==> src/rtl/ps2_pkg.sv <==
// rtl/ps2_pkg.sv - shared types and constants for the PS/2 frame receiver
//
// Purpose : receiver FSM state encoding, frame geometry constants and the
//           parity-mismatch helper used by ps2_rx.
// Ports   : none (package)
package ps2_pkg;

   typedef enum logic [1:0] {
      IDLE   = 2'd0,
      DATA   = 2'd1,
      PARITY = 2'd2,
      STOP   = 2'd3
   } state_t;

   localparam int FRAME_BITS = 11;
   localparam int DATA_BITS  = 8;

   // True when the XOR of the data byte and the parity bit does not match
   // the wanted polarity (1 for odd parity, 0 for even parity).
   function automatic logic parity_bad(input logic [DATA_BITS-1:0] d,
                                       input logic                 p,
                                       input logic                 odd);
      return (^{d, p}) != odd;
   endfunction

endpackage

==> src/rtl/ps2_rx.sv <==
// rtl/ps2_rx.sv - PS/2 11-bit frame receiver sampled on CLKOUT falling edges
//
// Purpose : receives start(0), 8 data bits LSB-first, parity, stop(1) and
//           presents the decoded byte with one-cycle status pulses.
// Config  : PS2_PARITY_CHECK_EN - when defined, the parity bit is checked
//           against ODD_PARITY and drives parity_err; otherwise the parity
//           bit is sampled and ignored and parity_err stays 0.
// Params  : ODD_PARITY  1 = odd parity, 0 = even parity
// Ports   : CLKOUT      in   PS/2 clock, all state changes on its falling edge
//           reset       in   synchronous active-high reset
//           Rx          in   PS/2 data line, idle high
//           data        out  last received byte, held until next good frame
//           data_valid  out  one-cycle pulse, data just updated
//           parity_err  out  one-cycle pulse with data_valid on parity mismatch
//           frame_err   out  one-cycle pulse when the stop bit was 0
//           busy        out  high while a frame is in progress
module ps2_rx
   import ps2_pkg::*;
#(
   parameter int ODD_PARITY = 1
) (
   input  logic                 CLKOUT,
   input  logic                 reset,
   input  logic                 Rx,
   output logic [DATA_BITS-1:0] data,
   output logic                 data_valid,
   output logic                 parity_err,
   output logic                 frame_err,
   output logic                 busy
);

`ifdef PS2_PARITY_CHECK_EN
   localparam logic PARITY_CHECK = 1'b1;
`else
   localparam logic PARITY_CHECK = 1'b0;
`endif

   localparam logic ODD_SEL = (ODD_PARITY != 0);

   state_t               state;
   state_t               state_nx;
   logic [2:0]           cnt;
   logic [DATA_BITS-1:0] shreg;
   logic                 par_bit;
   logic                 par_mismatch;

   logic [DATA_BITS-1:0] data_nx;
   logic                 valid_nx;
   logic                 perr_nx;
   logic                 ferr_nx;

   // With checking disabled the gate forces the mismatch to 0 regardless of
   // the sampled parity bit.
   assign par_mismatch = PARITY_CHECK & parity_bad(shreg, par_bit, ODD_SEL);

   // busy follows the state register directly, so it is glitch-free and
   // drops on the same edge that returns the FSM to IDLE.
   assign busy = (state != IDLE);

   // State register, datapath and registered outputs.
   always_ff @(negedge CLKOUT) begin
      if (reset) begin
         state      <= IDLE;
         cnt        <= 3'd0;
         shreg      <= '0;
         par_bit    <= 1'b0;
         data       <= '0;
         data_valid <= 1'b0;
         parity_err <= 1'b0;
         frame_err  <= 1'b0;
      end else begin
         state      <= state_nx;
         data       <= data_nx;
         data_valid <= valid_nx;
         parity_err <= perr_nx;
         frame_err  <= ferr_nx;
         case (state)
            IDLE: begin
               cnt <= 3'd0;
            end
            DATA: begin
               shreg[cnt] <= Rx;
               cnt        <= cnt + 3'd1;
            end
            PARITY: begin
               par_bit <= Rx;
            end
            default: begin
            end
         endcase
      end
   end

   // Next-state logic.
   always_comb begin
      state_nx = state;
      case (state)
         IDLE:    if (!Rx) state_nx = DATA;
         DATA:    if (cnt == 3'd7) state_nx = PARITY;
         PARITY:  state_nx = STOP;
         STOP:    state_nx = IDLE;
         default: state_nx = IDLE;
      endcase
   end

   // Output logic: values registered on the edge that samples the stop bit.
   // A bad stop bit suppresses data_valid entirely, so frame_err and
   // data_valid can never pulse together.
   always_comb begin
      data_nx  = data;
      valid_nx = 1'b0;
      perr_nx  = 1'b0;
      ferr_nx  = 1'b0;
      if (state == STOP) begin
         if (Rx) begin
            data_nx  = shreg;
            valid_nx = 1'b1;
            perr_nx  = par_mismatch;
         end else begin
            ferr_nx  = 1'b1;
         end
      end
   end

endmodule

==> config.mk <==
export PLATFORM = sky130hd
export DESIGN_NAME = ps2_rx
export DESIGN_NICKNAME = d
export VERILOG_FILES = /design/src/rtl/ps2_pkg.sv /design/src/rtl/ps2_rx.sv
export SDC_FILE = /design/constraint.sdc
export NUM_CORES = 1
export LEC_CHECK = 0
export ABC_AREA = 1
export CAP_MARGIN = 5
export CORE_UTILIZATION = 37
export CTS_BUF_LIST = sky130_fd_sc_hd__clkbuf_4 sky130_fd_sc_hd__clkbuf_8
export CTS_CLUSTER_SIZE = 12
export DETAILED_ROUTE_END_ITERATION = 10
export GPL_ROUTABILITY_DRIVEN = 0
export GPL_TIMING_DRIVEN = 1
export SETUP_SLACK_MARGIN = 0.4
export SLEW_MARGIN = 10
export SYNTH_ARGS = -nofsm -noshare
export SYNTH_HDL_FRONTEND = slang
export SYNTH_SLANG_ARGS = --single-unit
==> constraint.sdc <==
create_clock -name CLKOUT -period 1.12 [get_ports CLKOUT]
set_input_delay 0.112 -clock CLKOUT [delete_from_list [all_inputs] [get_ports CLKOUT]]
set_output_delay 0.112 -clock CLKOUT [all_outputs]
set_load 0.005 [all_outputs]
==> impl_metrics.env, run 1 <==
export IMPL_insertion_delay_ns=0.39
export IMPL_reg2reg_to="shreg[7]"
export IMPL_worst_slack_ns=-0.6002
export IMPL_min_path_type="register to register"
export IMPL_power_density_nw_per_um2=2025
export IMPL_h_tree_depth=1
export IMPL_cpPeakStageDelay_ns=0.32
export IMPL_grt_pass1_vias=1035
export IMPL_grt_max_degree=14
export IMPL_drive_gt1_frac=0.5104
export IMPL_crit_family="flip-flops"
export IMPL_swShare=0.3871
export IMPL_p_clk_frac=0.265
export IMPL_crit_chain="inv_2 > ha_4 > inv_2 > buf_2"
export IMPL_hold_depth=2
export IMPL_critPathArrivalTime_ns=1.61
export IMPL_reg2reg_slack_ns=-0.32
export IMPL_r2r_start="state[1]"
export IMPL_worstSetupPathType="register to output port"
export IMPL_finClkSkew_ns=0.01275
export IMPL_clock_root_buffer="clkbuf_4"
export IMPL_die_w_um=54.08
export IMPL_viasPerCell=4.865
export IMPL_totalWireLength_um=2859
export IMPL_die_y_um=54.08
export IMPL_grt_first_pass_wirelength_um=4326
export IMPL_post_dp_hpwl_um=1355
export IMPL_io_pins=15
export IMPL_crit_slowest_cell="dfxtp_2"
export IMPL_clk_pin_slew_ns=0.04
export IMPL_num_rows=18
export IMPL_vias=1080
export IMPL_avgRoutedWirePerCell_um=12.88
export IMPL_p_switching_mw=1.389
export IMPL_crit_fanout=2
export IMPL_regArea_um2=480.5
export IMPL_critPathBufInv=3
export IMPL_clkSinkCount=23
export IMPL_avgSynthCellArea_um2=7.545
export IMPL_synth_ff_latch_count=23
export IMPL_dr_pass1_iters=4
export IMPL_drt_iter0_drc=17
export IMPL_ys_types=15
export IMPL_multi_input_area_um2=698.2
export IMPL_worstHoldEndpoint="data[4]"
export IMPL_yosysSeqAreaShare=0.4589
export IMPL_leakagePower_nw=0.8382
export IMPL_ir_drop_v=0.002336
export IMPL_cap_violations=0
export IMPL_antenna_found_initial=0
export IMPL_cts_tree="done"
export IMPL_violations="negative setup slack"
export IMPL_hold_viol=0
export IMPL_port_buffers=13
export IMPL_cp_end_kind="output port"
export IMPL_grtUsageTotal=0.2092
export IMPL_drcViolationCount=0
export IMPL_pwr_share_comb=0.449
export IMPL_crit_required_ns=1.01
export IMPL_fin_nets=203
export IMPL_cts_max_path_buffers=2
export IMPL_cp_start_kind="register"
export IMPL_coreArea_um2=2522
export IMPL_final_util=0.7024
export IMPL_fin_cells=222
export IMPL_syn_area_um2=1003
export IMPL_setup_violations=33
export IMPL_synth_top_area_frac=0.4589
export IMPL_yosysWarnings=0
export IMPL_start_util=0.3978
export IMPL_fill_cells=195
export IMPL_die_area_um2=2924
export IMPL_intPower_mw=2.199
export IMPL_ant_nets=0
export IMPL_cts_buffers=3
export IMPL_hold_start="data[4]"
export IMPL_n_antenna_cell=0
export IMPL_synth_area_leaders="dfxtp_1, nor2_1, ha_1"
export IMPL_area_growth_pct=76.56
export IMPL_slew_viol_final=0
export IMPL_synthCells=133
export IMPL_synth_top_cell_by_area="dfxtp_1"
export IMPL_reg2reg_depth=11
export IMPL_pwr_share_seq=0.286
export IMPL_status="finished with violations"
export IMPL_grt_setup_unrepaired="true"
export IMPL_p_total_mw=3.588
export IMPL_syn_nets=143
export IMPL_grt_overflow=0
export IMPL_cp_common_cell="inv_2"
export IMPL_dpl_cell_count=182
[worst reg2reg max path, stage by stage, from the launching register on]
cell	delay (ns)
dfxtp_2	0.32
inv_2	0.08
buf_6	0.09
buf_6	0.08
buf_6	0.09
ha_4	0.20
nand2_4	0.09
buf_4	0.15
nor2_4	0.07
nand2_1	0.05
nand2_1	0.07
nor2_1	0.03
[worst max path at each step]
stage	start	endpoint	slack, ns	depth (start not counted)
floorplan	state[1]	busy	-0.14	3
global placement	reset	data[7]	-0.70	4
detailed placement	reset	data[6]	-0.73	4
CTS	state[0]	busy	-0.61	4
global route	state[0]	busy	-0.65	4
finish	state[1]	busy	-0.60	4
[cells in the final DEF (no fill, tap or decap), drive strengths merged]
| cell type | Yosys | routed |
|---|---|---|
| a21oi | 12 | 12 |
| buf | 2 | 32 |
| bufinv | 0 | 1 |
| clkbuf | 0 | 3 |
| clkdlybuf4s15 | 0 | 1 |
| clkinvlp | 0 | 1 |
| conb | 1 | 1 |
| dfxtp | 23 | 23 |
| ha | 7 | 7 |
| inv | 12 | 34 |
| nand2 | 22 | 23 |
| nand3 | 9 | 9 |
| nor2 | 36 | 37 |
| o21ai | 8 | 8 |
[power groups by stage]
stage               Clock, mW  Sequential (mW)  Combinational, mW
finish                  0.952             1.03               1.61
global route             1.12             1.03               1.73
CTS                     0.976             1.01               1.37
detailed placement      0.131             1.03               1.00
global placement        0.131             1.02              0.980
floorplan               0.131             1.06              0.585
[synthesized netlist by cell type, drive strengths merged]
cell / number
buf: 2
conb: 1
o21ai: 8
inv: 12
nor2: 36
a21oi: 12
nand3: 9
ha: 7
dfxtp: 23
nand2: 22
clkinv: 1
[metal layers]
| metal | part of all wire | GRT usage |
|---|---|---|
| met5 | 0 | 0 |
| met4 | 0.017 | 0.07692 |
| met2 | 0.56 | 0.3786 |
| met1 | 0.39 | 0.2020 |
| met3 | 0.039 | 0.1045 |
[through the flow]
| step | TNS, ns | hold WS (ns) | cell area [µm²] | setup slack, ns |
|---|---|---|---|---|
| global placement | -18.26 | 0.4523 | 1286 | -0.6959 |
| detailed placement | -18.84 | 0.4588 | 1286 | -0.7330 |
| floorplan | -0.3059 | 0.4520 | 1077 | -0.1367 |
| finish | -7.591 | 0.4631 | 1772 | -0.6002 |
| global route | -9.157 | 0.4879 | 1772 | -0.6539 |
| CTS | -6.925 | 0.4658 | 1615 | -0.6124 |
[cell type report]
cell class | instances | area share
Multi-Input combinational cell | 97 | 0.3941
Sequential cell | 23 | 0.2712
Timing Repair Buffer | 33 | 0.1963
Clock inverter | 24 | 0.06568
Inverter | 12 | 0.03884
Tap cell | 30 | 0.02119
Clock buffer | 3 | 0.01271
[logic make-up (layout without fill, tap and decap cells)]
| family | count (synthesis) | count (layout) | synth area share |
|---|---|---|---|
| DFF | 23 | 23 | 0.4589 |
| AOI/OAI and AO/OA | 20 | 20 | 0.09975 |
| adders and majority gates | 7 | 7 | 0.08728 |
| other | 1 | 1 | 0.003737 |
| buffers and inverters | 15 | 72 | 0.06483 |
| and+or+nand+nor | 67 | 69 | 0.2855 |
[what timing repair did]
action | in CTS | in global routing
pin swaps | 12 | 7
setup buffers | 6 | 4
resized for setup | 81 | 32
hold buffers | 0 | 0
setup endpoints to repair | 34 | 34
cloned | 4 | 0
[state kept, by name (all words and copies together), names as in the netlist]
register / cells
data_valid: 1
shreg: 8
frame_err: 1
cnt: 3
state: 2
data: 8
Note: power is estimated with default switching activity, not from simulation.
==> run 2, diff against run 1 <==
--- a/config.mk
+++ b/config.mk
@@ -13,6 +13,7 @@
 export DETAILED_ROUTE_END_ITERATION = 10
 export GPL_ROUTABILITY_DRIVEN = 0
 export GPL_TIMING_DRIVEN = 1
+export PLACE_DENSITY_LB_ADDON = 0.2
 export SETUP_SLACK_MARGIN = 0.4
 export SLEW_MARGIN = 10
 export SYNTH_ARGS = -nofsm -noshare
==> run 2 against run 1 <==
The flow still finishes with violations (negative setup slack). Design area is essentially flat. Utilization about the same. Die area is the same. Highest routed layer unchanged.
==> impl_metrics.env, run 2 (synthesis gave the netlist of run 1 again) <==
export IMPL_ir_drop_v=0.001592
export IMPL_num_rows=18
export IMPL_start_util=0.3978
export IMPL_slew_viol_final=0
export IMPL_viasPerCell=4.830
export IMPL_cts_max_path_buffers=2
export IMPL_final_area_um2=1770
export IMPL_grt_busiest_layer="met2"
export IMPL_hold_viol=0
export IMPL_die_y_um=54.08
export IMPL_pwr_share_seq=0.273
export IMPL_grt_pass1_vias=1078
export IMPL_h_tree_depth=1
export IMPL_coreArea_um2=2522
export IMPL_top_regs="data x8, shreg x8, cnt x3"
export IMPL_vias=1077
export IMPL_p_switching_mw=1.457
export IMPL_gr_usage_met1=0.2091
export IMPL_post_place_ws_ns=-0.7374
export IMPL_drt_iter0_drc=19
export IMPL_grt_overflow=0
export IMPL_io_pins=15
export IMPL_cts_buffers=3
export IMPL_die_area_um2=2924
export IMPL_die_w_um=54.08
export IMPL_fill_cells=199
export IMPL_violations="negative setup slack"
export IMPL_status="finished with violations"
export IMPL_leakagePower_nw=0.8442
export IMPL_n_antenna_cell=0
export IMPL_groute_layer_met3_usage=0.08192
export IMPL_post_dp_hpwl_um=1478
export IMPL_intPower_mw=2.309
export IMPL_antenna_found_initial=0
export IMPL_port_buffers=13
export IMPL_fin_nets=204
export IMPL_area_growth_pct=76.43
export IMPL_setup_violations=34
export IMPL_pwr_share_comb=0.478
export IMPL_cp_end_kind="output port"
export IMPL_clkSinkCount=23
export IMPL_swShare=0.3870
export IMPL_avgRoutedWirePerCell_um=12.25
export IMPL_post_dp_cell_area_um2=1314
export IMPL_grt_first_pass_wirelength_um=4395
export IMPL_drive_gt1_frac=0.5337
export IMPL_crit_required_ns=1.01
export IMPL_drcViolationCount=0
export IMPL_clock_root_buffer="clkbuf_4"
export IMPL_dpl_cell_count=184
export IMPL_crit_fanout=2
export IMPL_grt_max_degree=19
export IMPL_worst_slack_ns=-0.6227
export IMPL_met2_usage=0.3683
export IMPL_p_clk_frac=0.249
export IMPL_ant_nets=0
export IMPL_cap_violations=0
export IMPL_dr_pass1_iters=4
export IMPL_regArea_um2=483.0
export IMPL_worstSetupPathType="register to output port"
export IMPL_layout_common_cells="inv_1, nor2_1, buf_6"
export IMPL_insertion_delay_ns=0.39
export IMPL_min_path_type="register to register"
export IMPL_cts_tree="done"
export IMPL_critPathArrivalTime_ns=1.63
export IMPL_fin_cells=223
export IMPL_grt_setup_unrepaired="true"
export IMPL_multi_input_area_um2=713.2
export IMPL_final_common_cell="inv_1"
export IMPL_finClkSkew_ns=0.02011
export IMPL_clk_pin_slew_ns=0.05
export IMPL_power_density_nw_per_um2=2127
export IMPL_grtUsageTotal=0.2117
export IMPL_totalWireLength_um=2731
export IMPL_cp_start_kind="register"
run 2: final cells by class:
cell class	instances	share of cell area
inverter	12	0.03746
clock buffer	3	0.01272
sequential	23	0.2728
multi-input combinational	97	0.4028
tap	30	0.02120
timing repair buffer	34	0.1873
clock inverter	24	0.06572
run 2: path summary, 6_finish.rpt:
kind                            startpoint       end  slack, ns  cells past startpoint
worst max-delay path              state[0]      busy      -0.62                      4
worst max register to register    state[0]  shreg[5]      -0.59                     11
worst min-delay path               data[3]   data[3]       0.47                      2
worst min register to register     data[3]   data[3]       0.47                      2
run 2: per-stage QoR:
step	power [mW]	utilization	hold WS, ns	setup TNS, ns
6_report	3.766	0.7019	0.4693	-16.38
4_1_cts	3.582	0.6553	0.4673	-15.40
5_1_grt	4.049	0.7019	0.5012	-17.84
3_5_place_dp	2.223	0.5208	0.4609	-18.90
2_1_floorplan	1.773	-	0.4520	-0.3059
3_3_place_gp	2.174	0.5208	0.4526	-18.46
run 2: routing by layer:
| layer | share of wire | up-vias |
|---|---|---|
| li1 | - | 541 |
| met1 | 0.40 | 489 |
| met2 | 0.53 | 41 |
| met3 | 0.056 | 6 |
| met4 | 0.014 | 0 |
| met5 | 0 | - |
run 2: critical path, cell delays in order (launching register included):
cell and delay [ns]:
dfxtp_2 0.34, inv_2 0.06, ha_4 0.15, inv_2 0.03, buf_2 0.09
run 2: timing repair:
| item | CTS | global route |
|---|---|---|
| setup endpoints to repair | 34 | 34 |
| setup buffers | 8 | 3 |
| gates cloned | 2 | 0 |
| pin swaps | 20 | 9 |
| hold buffers | 0 | 0 |
| resized for setup | 89 | 25 |
run 2: power groups by stage:
stage          registers, mW  logic, mW  clock network [mW]
6_report                1.03       1.80               0.937
5_1_grt                 1.04       1.92                1.09
4_1_cts                 1.03       1.58               0.975
3_5_place_dp            1.02       1.07               0.131
3_3_place_gp            1.02       1.03               0.131
2_1_floorplan           1.06      0.585               0.131
